## config.mk

```make
export PLATFORM = sky130hd
export DESIGN_NAME = control_pipe
export DESIGN_NICKNAME = d
export VERILOG_FILES = /design/src/rtl/control_pkg.sv /design/src/rtl/ctrl_decode.sv /design/src/rtl/control_pipe.sv
export SDC_FILE = /design/constraint.sdc
export NUM_CORES = 1
export LEC_CHECK = 0
export CAP_MARGIN = 15
export CELL_PAD_IN_SITES_DETAIL_PLACEMENT = 1
export CELL_PAD_IN_SITES_GLOBAL_PLACEMENT = 1
export CORE_ASPECT_RATIO = 1.5
export CORE_MARGIN = 5
export CORE_UTILIZATION = 37
export DETAILED_ROUTE_END_ITERATION = 7
export PLACE_DENSITY = 0.81
export SETUP_SLACK_MARGIN = 0.15
export SYNTH_ARGS = -nofsm -noshare
export SYNTH_HDL_FRONTEND = slang
export SYNTH_SLANG_ARGS = --single-unit
```

## constraint.sdc

```tcl
create_clock -name clk -period 3.75 [get_ports clk]
set_input_delay 0.75 -clock clk [delete_from_list [all_inputs] [get_ports clk]]
set_output_delay 0.75 -clock clk [all_outputs]
set_load 0.02 [all_outputs]
```

## src/rtl/control_pkg.sv

```systemverilog
// rtl/control_pkg.sv - opcodes, control bundle, forwarding selects and source-use helpers for control_pipe
package control_pkg;

  localparam logic [31:0] OP_ADD  = 32'h08;
  localparam logic [31:0] OP_MUL  = 32'h18;
  localparam logic [31:0] OP_ADDI = 32'h03;
  localparam logic [31:0] OP_SW   = 32'h19;
  localparam logic [31:0] OP_LW   = 32'h31;
  localparam logic [31:0] OP_JAL  = 32'h04;

  localparam logic [3:0] ALU_ADD = 4'b0000;
  localparam logic [3:0] ALU_MUL = 4'b0010;

  localparam logic [1:0] SRC_REG = 2'b00;
  localparam logic [1:0] SRC_IMM = 2'b01;

  localparam logic [1:0] WB_MEM = 2'b00;
  localparam logic [1:0] WB_ALU = 2'b01;
  localparam logic [1:0] WB_PC4 = 2'b10;

  typedef struct packed {
    logic [1:0] alu_src;
    logic [3:0] alu_op;
    logic       rb_select;
    logic       mem_read;
    logic       mem_write;
    logic [1:0] mem_to_reg;
    logic       reg_write;
    logic       pc_src;
  } ctrl_t;

  typedef enum logic [1:0] {
    FWD_RF  = 2'b00,
    FWD_MEM = 2'b01,
    FWD_WB  = 2'b10
  } fwd_sel_t;

  function automatic logic uses_rs1(input logic [31:0] op);
    return (op == OP_ADD) || (op == OP_MUL) || (op == OP_ADDI) ||
           (op == OP_SW)  || (op == OP_LW);
  endfunction

  function automatic logic uses_rs2(input logic [31:0] op);
    return (op == OP_ADD) || (op == OP_MUL) || (op == OP_SW);
  endfunction

endpackage

```

## src/rtl/ctrl_decode.sv

```systemverilog
// rtl/ctrl_decode.sv - combinational opcode to control bundle decode; invalid or unknown opcodes give the all-zero bundle
module ctrl_decode
  import control_pkg::*;
(
  input  logic        valid,
  input  logic [31:0] op,
  output ctrl_t       ctrl
);

  always_comb begin
    ctrl = '0;
    if (valid) begin
      case (op)
        OP_ADD: begin
          ctrl.alu_op     = ALU_ADD;
          ctrl.mem_to_reg = WB_ALU;
          ctrl.reg_write  = 1'b1;
        end
        OP_MUL: begin
          ctrl.alu_op     = ALU_MUL;
          ctrl.mem_to_reg = WB_ALU;
          ctrl.reg_write  = 1'b1;
        end
        OP_ADDI: begin
          ctrl.alu_src    = SRC_IMM;
          ctrl.mem_to_reg = WB_ALU;
          ctrl.reg_write  = 1'b1;
        end
        OP_SW: begin
          ctrl.alu_src    = SRC_IMM;
          ctrl.rb_select  = 1'b1;
          ctrl.mem_write  = 1'b1;
        end
        OP_LW: begin
          ctrl.alu_src    = SRC_IMM;
          ctrl.rb_select  = 1'b1;
          ctrl.mem_read   = 1'b1;
          ctrl.mem_to_reg = WB_MEM;
          ctrl.reg_write  = 1'b1;
        end
        OP_JAL: begin
          ctrl.mem_to_reg = WB_PC4;
          ctrl.reg_write  = 1'b1;
          ctrl.pc_src     = 1'b1;
        end
        default: ctrl = '0;
      endcase
    end
  end

endmodule

```

## src/rtl/control_pipe.sv

```systemverilog
// rtl/control_pipe.sv - stage-aware RINSC control unit with hazard detection; CONTROL_PIPE_FORWARD_EN enables forwarding
module control_pipe
  import control_pkg::*;
#(
  parameter int OP_W   = 8,
  parameter int REG_AW = 5
) (
  input  logic              clk,
  input  logic              reset,
  input  logic              id_valid,
  input  logic [OP_W-1:0]   id_op,
  input  logic [REG_AW-1:0] id_rd,
  input  logic [REG_AW-1:0] id_rs1,
  input  logic [REG_AW-1:0] id_rs2,
  input  logic              mem_stall,
  output logic              stall,
  output logic              flush_if,
  output logic              id_pc_src,
  output logic [1:0]        ex_alu_src,
  output logic [3:0]        ex_alu_op,
  output logic              ex_rb_select,
  output logic [1:0]        ex_fwd_a,
  output logic [1:0]        ex_fwd_b,
  output logic              mem_read,
  output logic              mem_write,
  output logic [1:0]        wb_mem_to_reg,
  output logic              wb_reg_write,
  output logic [REG_AW-1:0] wb_rd
);

  function automatic logic hit(input logic use_src, input logic [REG_AW-1:0] rs,
                               input logic [REG_AW-1:0] rd, input logic wr);
    return use_src && (rs == rd) && (rd != '0) && wr;
  endfunction

  ctrl_t             id_ctrl, ex_ctrl;
  logic [REG_AW-1:0] ex_rd, mem_rd;
  logic [1:0]        mem_to_reg_m;
  logic              mem_reg_write;
  logic [31:0]       id_op_ext;
  logic              id_use1, id_use2, hit_ex, hazard;
  logic              unused_ex_pc_src;

  assign id_op_ext        = 32'(id_op);
  assign id_use1          = id_valid & uses_rs1(id_op_ext);
  assign id_use2          = id_valid & uses_rs2(id_op_ext);
  assign unused_ex_pc_src = ex_ctrl.pc_src;

  ctrl_decode u_decode (
    .valid (id_valid),
    .op    (id_op_ext),
    .ctrl  (id_ctrl)
  );

  assign hit_ex = hit(id_use1, id_rs1, ex_rd, ex_ctrl.reg_write) |
                  hit(id_use2, id_rs2, ex_rd, ex_ctrl.reg_write);

`ifdef CONTROL_PIPE_FORWARD_EN
  assign hazard = hit_ex & ex_ctrl.mem_read;
`else
  // Without forwarding, any producer still in EX or MEM must reach WB first.
  logic hit_mem;
  assign hit_mem = hit(id_use1, id_rs1, mem_rd, mem_reg_write) |
                   hit(id_use2, id_rs2, mem_rd, mem_reg_write);
  assign hazard  = hit_ex | hit_mem;
`endif

  assign stall     = ~reset & (mem_stall | hazard);
  assign id_pc_src = ~reset & ~mem_stall & ~hazard & id_ctrl.pc_src;
  assign flush_if  = id_pc_src;

  assign ex_alu_src   = ex_ctrl.alu_src;
  assign ex_alu_op    = ex_ctrl.alu_op;
  assign ex_rb_select = ex_ctrl.rb_select;

  always_ff @(posedge clk) begin
    if (reset) begin
      ex_ctrl       <= '0;
      ex_rd         <= '0;
      mem_read      <= 1'b0;
      mem_write     <= 1'b0;
      mem_to_reg_m  <= '0;
      mem_reg_write <= 1'b0;
      mem_rd        <= '0;
      wb_mem_to_reg <= '0;
      wb_reg_write  <= 1'b0;
      wb_rd         <= '0;
    end else if (!mem_stall) begin
      ex_ctrl       <= hazard ? ctrl_t'('0) : id_ctrl;
      ex_rd         <= hazard ? '0 : id_rd;
      mem_read      <= ex_ctrl.mem_read;
      mem_write     <= ex_ctrl.mem_write;
      mem_to_reg_m  <= ex_ctrl.mem_to_reg;
      mem_reg_write <= ex_ctrl.reg_write;
      mem_rd        <= ex_rd;
      wb_mem_to_reg <= mem_to_reg_m;
      wb_reg_write  <= mem_reg_write;
      wb_rd         <= mem_rd;
    end
  end

`ifdef CONTROL_PIPE_FORWARD_EN
  logic [REG_AW-1:0] ex_rs1, ex_rs2;
  logic              ex_use1, ex_use2;
  fwd_sel_t          fwd_a, fwd_b;

  always_ff @(posedge clk) begin
    if (reset) begin
      ex_rs1  <= '0;
      ex_rs2  <= '0;
      ex_use1 <= 1'b0;
      ex_use2 <= 1'b0;
    end else if (!mem_stall) begin
      ex_rs1  <= hazard ? '0 : id_rs1;
      ex_rs2  <= hazard ? '0 : id_rs2;
      ex_use1 <= ~hazard & id_use1;
      ex_use2 <= ~hazard & id_use2;
    end
  end

  // MEM holds the younger result, so it wins over WB.
  always_comb begin
    fwd_a = FWD_RF;
    if (hit(ex_use1, ex_rs1, mem_rd, mem_reg_write))     fwd_a = FWD_MEM;
    else if (hit(ex_use1, ex_rs1, wb_rd, wb_reg_write))  fwd_a = FWD_WB;
    fwd_b = FWD_RF;
    if (hit(ex_use2, ex_rs2, mem_rd, mem_reg_write))     fwd_b = FWD_MEM;
    else if (hit(ex_use2, ex_rs2, wb_rd, wb_reg_write))  fwd_b = FWD_WB;
  end

  assign ex_fwd_a = fwd_a;
  assign ex_fwd_b = fwd_b;
`else
  assign ex_fwd_a = 2'b00;
  assign ex_fwd_b = 2'b00;
`endif

endmodule

```

==> impl_results.md <==
- Final min period: around 3.5 ns
- Post-synthesis cell area: between 1500 and 2000 um^2
- Clk_skew: approximately 0.0066 ns
- Initial antenna violation count: 0
- Area contributors post-synth: dfxtp_1 36%, mux2i_1 11%, nor2_1 5.7%, xnor2_1 5.2%, xor2_1 5.2%
- Number of max-cap violations: 0
- Critical-path maximum fanout: 3
- Via density: around 5.5
- Period utilization: 0.921
- Leak Pwr: about 0.87 nW
- Commonest cells after routing, fill and taps aside: 41 x clkdlybuf4s50_1, 31 x dfxtp_1, 26 x nor2_1
- # diodes: 0
- Synthesized flop and latch total: 31
- HP Class: reg -> reg
- Commonest non-fill, non-tap cell in the layout: clkdlybuf4s50_1
- Final wirelength: between 4 and 5 mm
- Sequential Area: approximately 620 um^2
- Synth area leader: dfxtp_1
- Largest net degree at the start of global routing: 38
- Post-synth ARST share: 0
- Final Util: 0.504
- H-tree levels: 2
- Fillers: about 540
- Pwr dens: about 330 nW/um^2
- Met3 wire len: around 220 um
- CP startpoint kind: input pin
- Maximum VDD drop: 171 uV
- Synth warn: 0
- CP arrival: 2.70 ns
- WS Path Type: in -> out
- Placement Cell Area: between 2000 and 2500 um^2
- Total clock sinks: 31
- Worst-Skew Late Latency: between 0.2 and 0.3 ns
- Fin cells: roughly 290
- Fin. max-slew vios: 0
- Chip Height: 93.0 um
- CP required: approximately 3 ns
- Total track usage: 0.165
- F_max: 0.290 GHz
- Clock Tree Buf Depth: 2
- Average footprint of a synthesized cell: approximately 9 um^2
- Nets@finish: between 200 and 300
- WL per Instance: 16.4 um
- Area of the die: just over 6000 um^2
- Area Overhead vs Synth: 33.6%
- Buf/Inv on CP: 3
- CP Capture Type: output pin
- CP delay by family, top: simple AND/OR/NAND/NOR gates
- Final ANT Viol Nets: 0
- Met2 wire len: around 2.6 mm
- Worst-path cell chain: clkdlybuf4s50_1 -> or3_1 -> nor3b_4 -> nor3b_4 -> buf_4 -> o21ai_4 -> o21ai_4 -> a31o_2 -> clkbuf_2
- CTS Buf Count: 5
- Top-area cell type share of the netlist area: 0.365
- Number of global-route vias before repair: 1612
- Area of the multi-input gates: ~1000 um^2
- Clock Root Buffer: clkbuf_8
- Setup Viol. Count Final: 0
- Core area: 4500 um^2
- Top Metal Used: met4
- Sequential area share after synthesis: 0.365
- Initial core utilization: 0.378
- Remaining Overflow, GRT: 0
- DR vias: 1559
- Prevailing post-synth register cell: dfxtp_1
- Port Buffers: 42
- M1 WL: 1.76 mm
- Post-synth EDFFs: 0
- Clock-pin slew of the registers on the worst-case setup and hold paths: 0.06 ns
- Cell area after layout: 2270 um^2
- Layout cells sized above 1: 0.122
- Post-route DRC: 0
- Gate Count Post-Synth: around 190
- Final GP Congestion: 0.943
- Final Hold Vio Count: 0
- Slowest library cell on the worst path: or3_1
- Cell Rows: 30
- First-pass GRT wire length: 7.59 mm
- Top-Level Pins: 51
- Inst Count DP: roughly 280
- Status: finished, final reports clean
- Die Wd: around 65 um
- DRT Pass-1 Iters: 4
- Setup repair after global routing missed its margin: no
- Critical Path Max Stage Delay: ~0.43 ns
- Synth cell types: 40
- CTS tree: done
- HPWL after detailed placement: between 3 and 4 mm
- Iter 0 DRT Violations: between 60 and 70
[through the flow]
stage                     setup slack [ns]  power (mW)  setup TNS (ns)  hold WS [ns]
after global routing                 0.185       0.783               0         0.491
after CTS                            0.163       0.754               0         0.473
final                                0.296       0.745               0         0.466
after global placement             -0.0901       0.477         -0.0901         0.439
after floorplan                      0.793       0.430               0         0.424
after detailed placement            -0.160       0.479          -0.160         0.456
[layer usage]
metal / track usage / up-vias
met5: 0 / -
met1: 0.164 / 753
li1: - / 743
met2: 0.313 / 51
met4: 0.0830 / 0
met3: 0.0361 / 12
[area by class of cell]
class | instances | area share
clock buffer | 6 | 0.0363
multi-input combinational | 145 | 0.441
timing repair buffer | 53 | 0.219
clock inverter | 1 | 0.00220
sequential | 31 | 0.273
inverter | 1 | 0.00165
tap | 48 | 0.0264
[logic make-up after synthesis]
kind of cell,count (synthesis),synth area share
muxes,18,0.106
and+or+nand+nor,75,0.235
DFF,31,0.365
AOI/OAI and AO/OA,24,0.120
other,1,0.00221
buffers and inverters,20,0.0684
xor gates and xnor gates,20,0.103
[power by group]
| group | internal [mW] | switching (mW) | leakage [nW] | total (mW) |
|---|---|---|---|---|
| combinational | 0.0623 | 0.0601 | 0.576 | 0.122 |
| clock | 0.144 | 0.127 | 0.0470 | 0.271 |
| sequential | 0.338 | 0.0140 | 0.252 | 0.352 |
| total | 0.544 | 0.201 | 0.875 | 0.745 |
[worst min-delay path, stage by stage (launching register included)]
cell	delay, ns
dfxtp_1	0.32
nand2_1	0.05
o21ai_0	0.06
[path summary, 6_finish.rpt]
path	start	to	slack (ns)	cells past startpoint
worst min-delay path	ex_ctrl[2]	ex_ctrl[2]	0.47	2
worst min register to register	ex_ctrl[2]	ex_ctrl[2]	0.47	2
worst max register to register	mem_rd[1]	ex_ctrl[1]	1.61	8
worst max-delay path	id_op[2]	stall	0.30	9
[cell usage after synthesis, types with 4 or more instances]
cell type	count
dfxtp_1	31
mux2i_1	18
nand3b_1	8
o221ai_1	4
nand2_1	13
xnor2_1	10
nor2_1	26
xor2_1	10
buf_4	11
nand3_1	6
clkbuf_1	6
nor2b_1	4
o21ai_0	4
[timing repair]
| action | in CTS | in global routing |
|---|---|---|
| pin swaps | 0 | 1 |
| hold buffers | 0 | 0 |
| buffers inserted | 0 | 1 |
| endpoints found under the hold margin | 0 | 0 |
| endpoints found under the setup margin | 1 | 1 |
| gates resized for setup | 5 | 1 |
No activity file was read; power rests on OpenSTA's default activity.
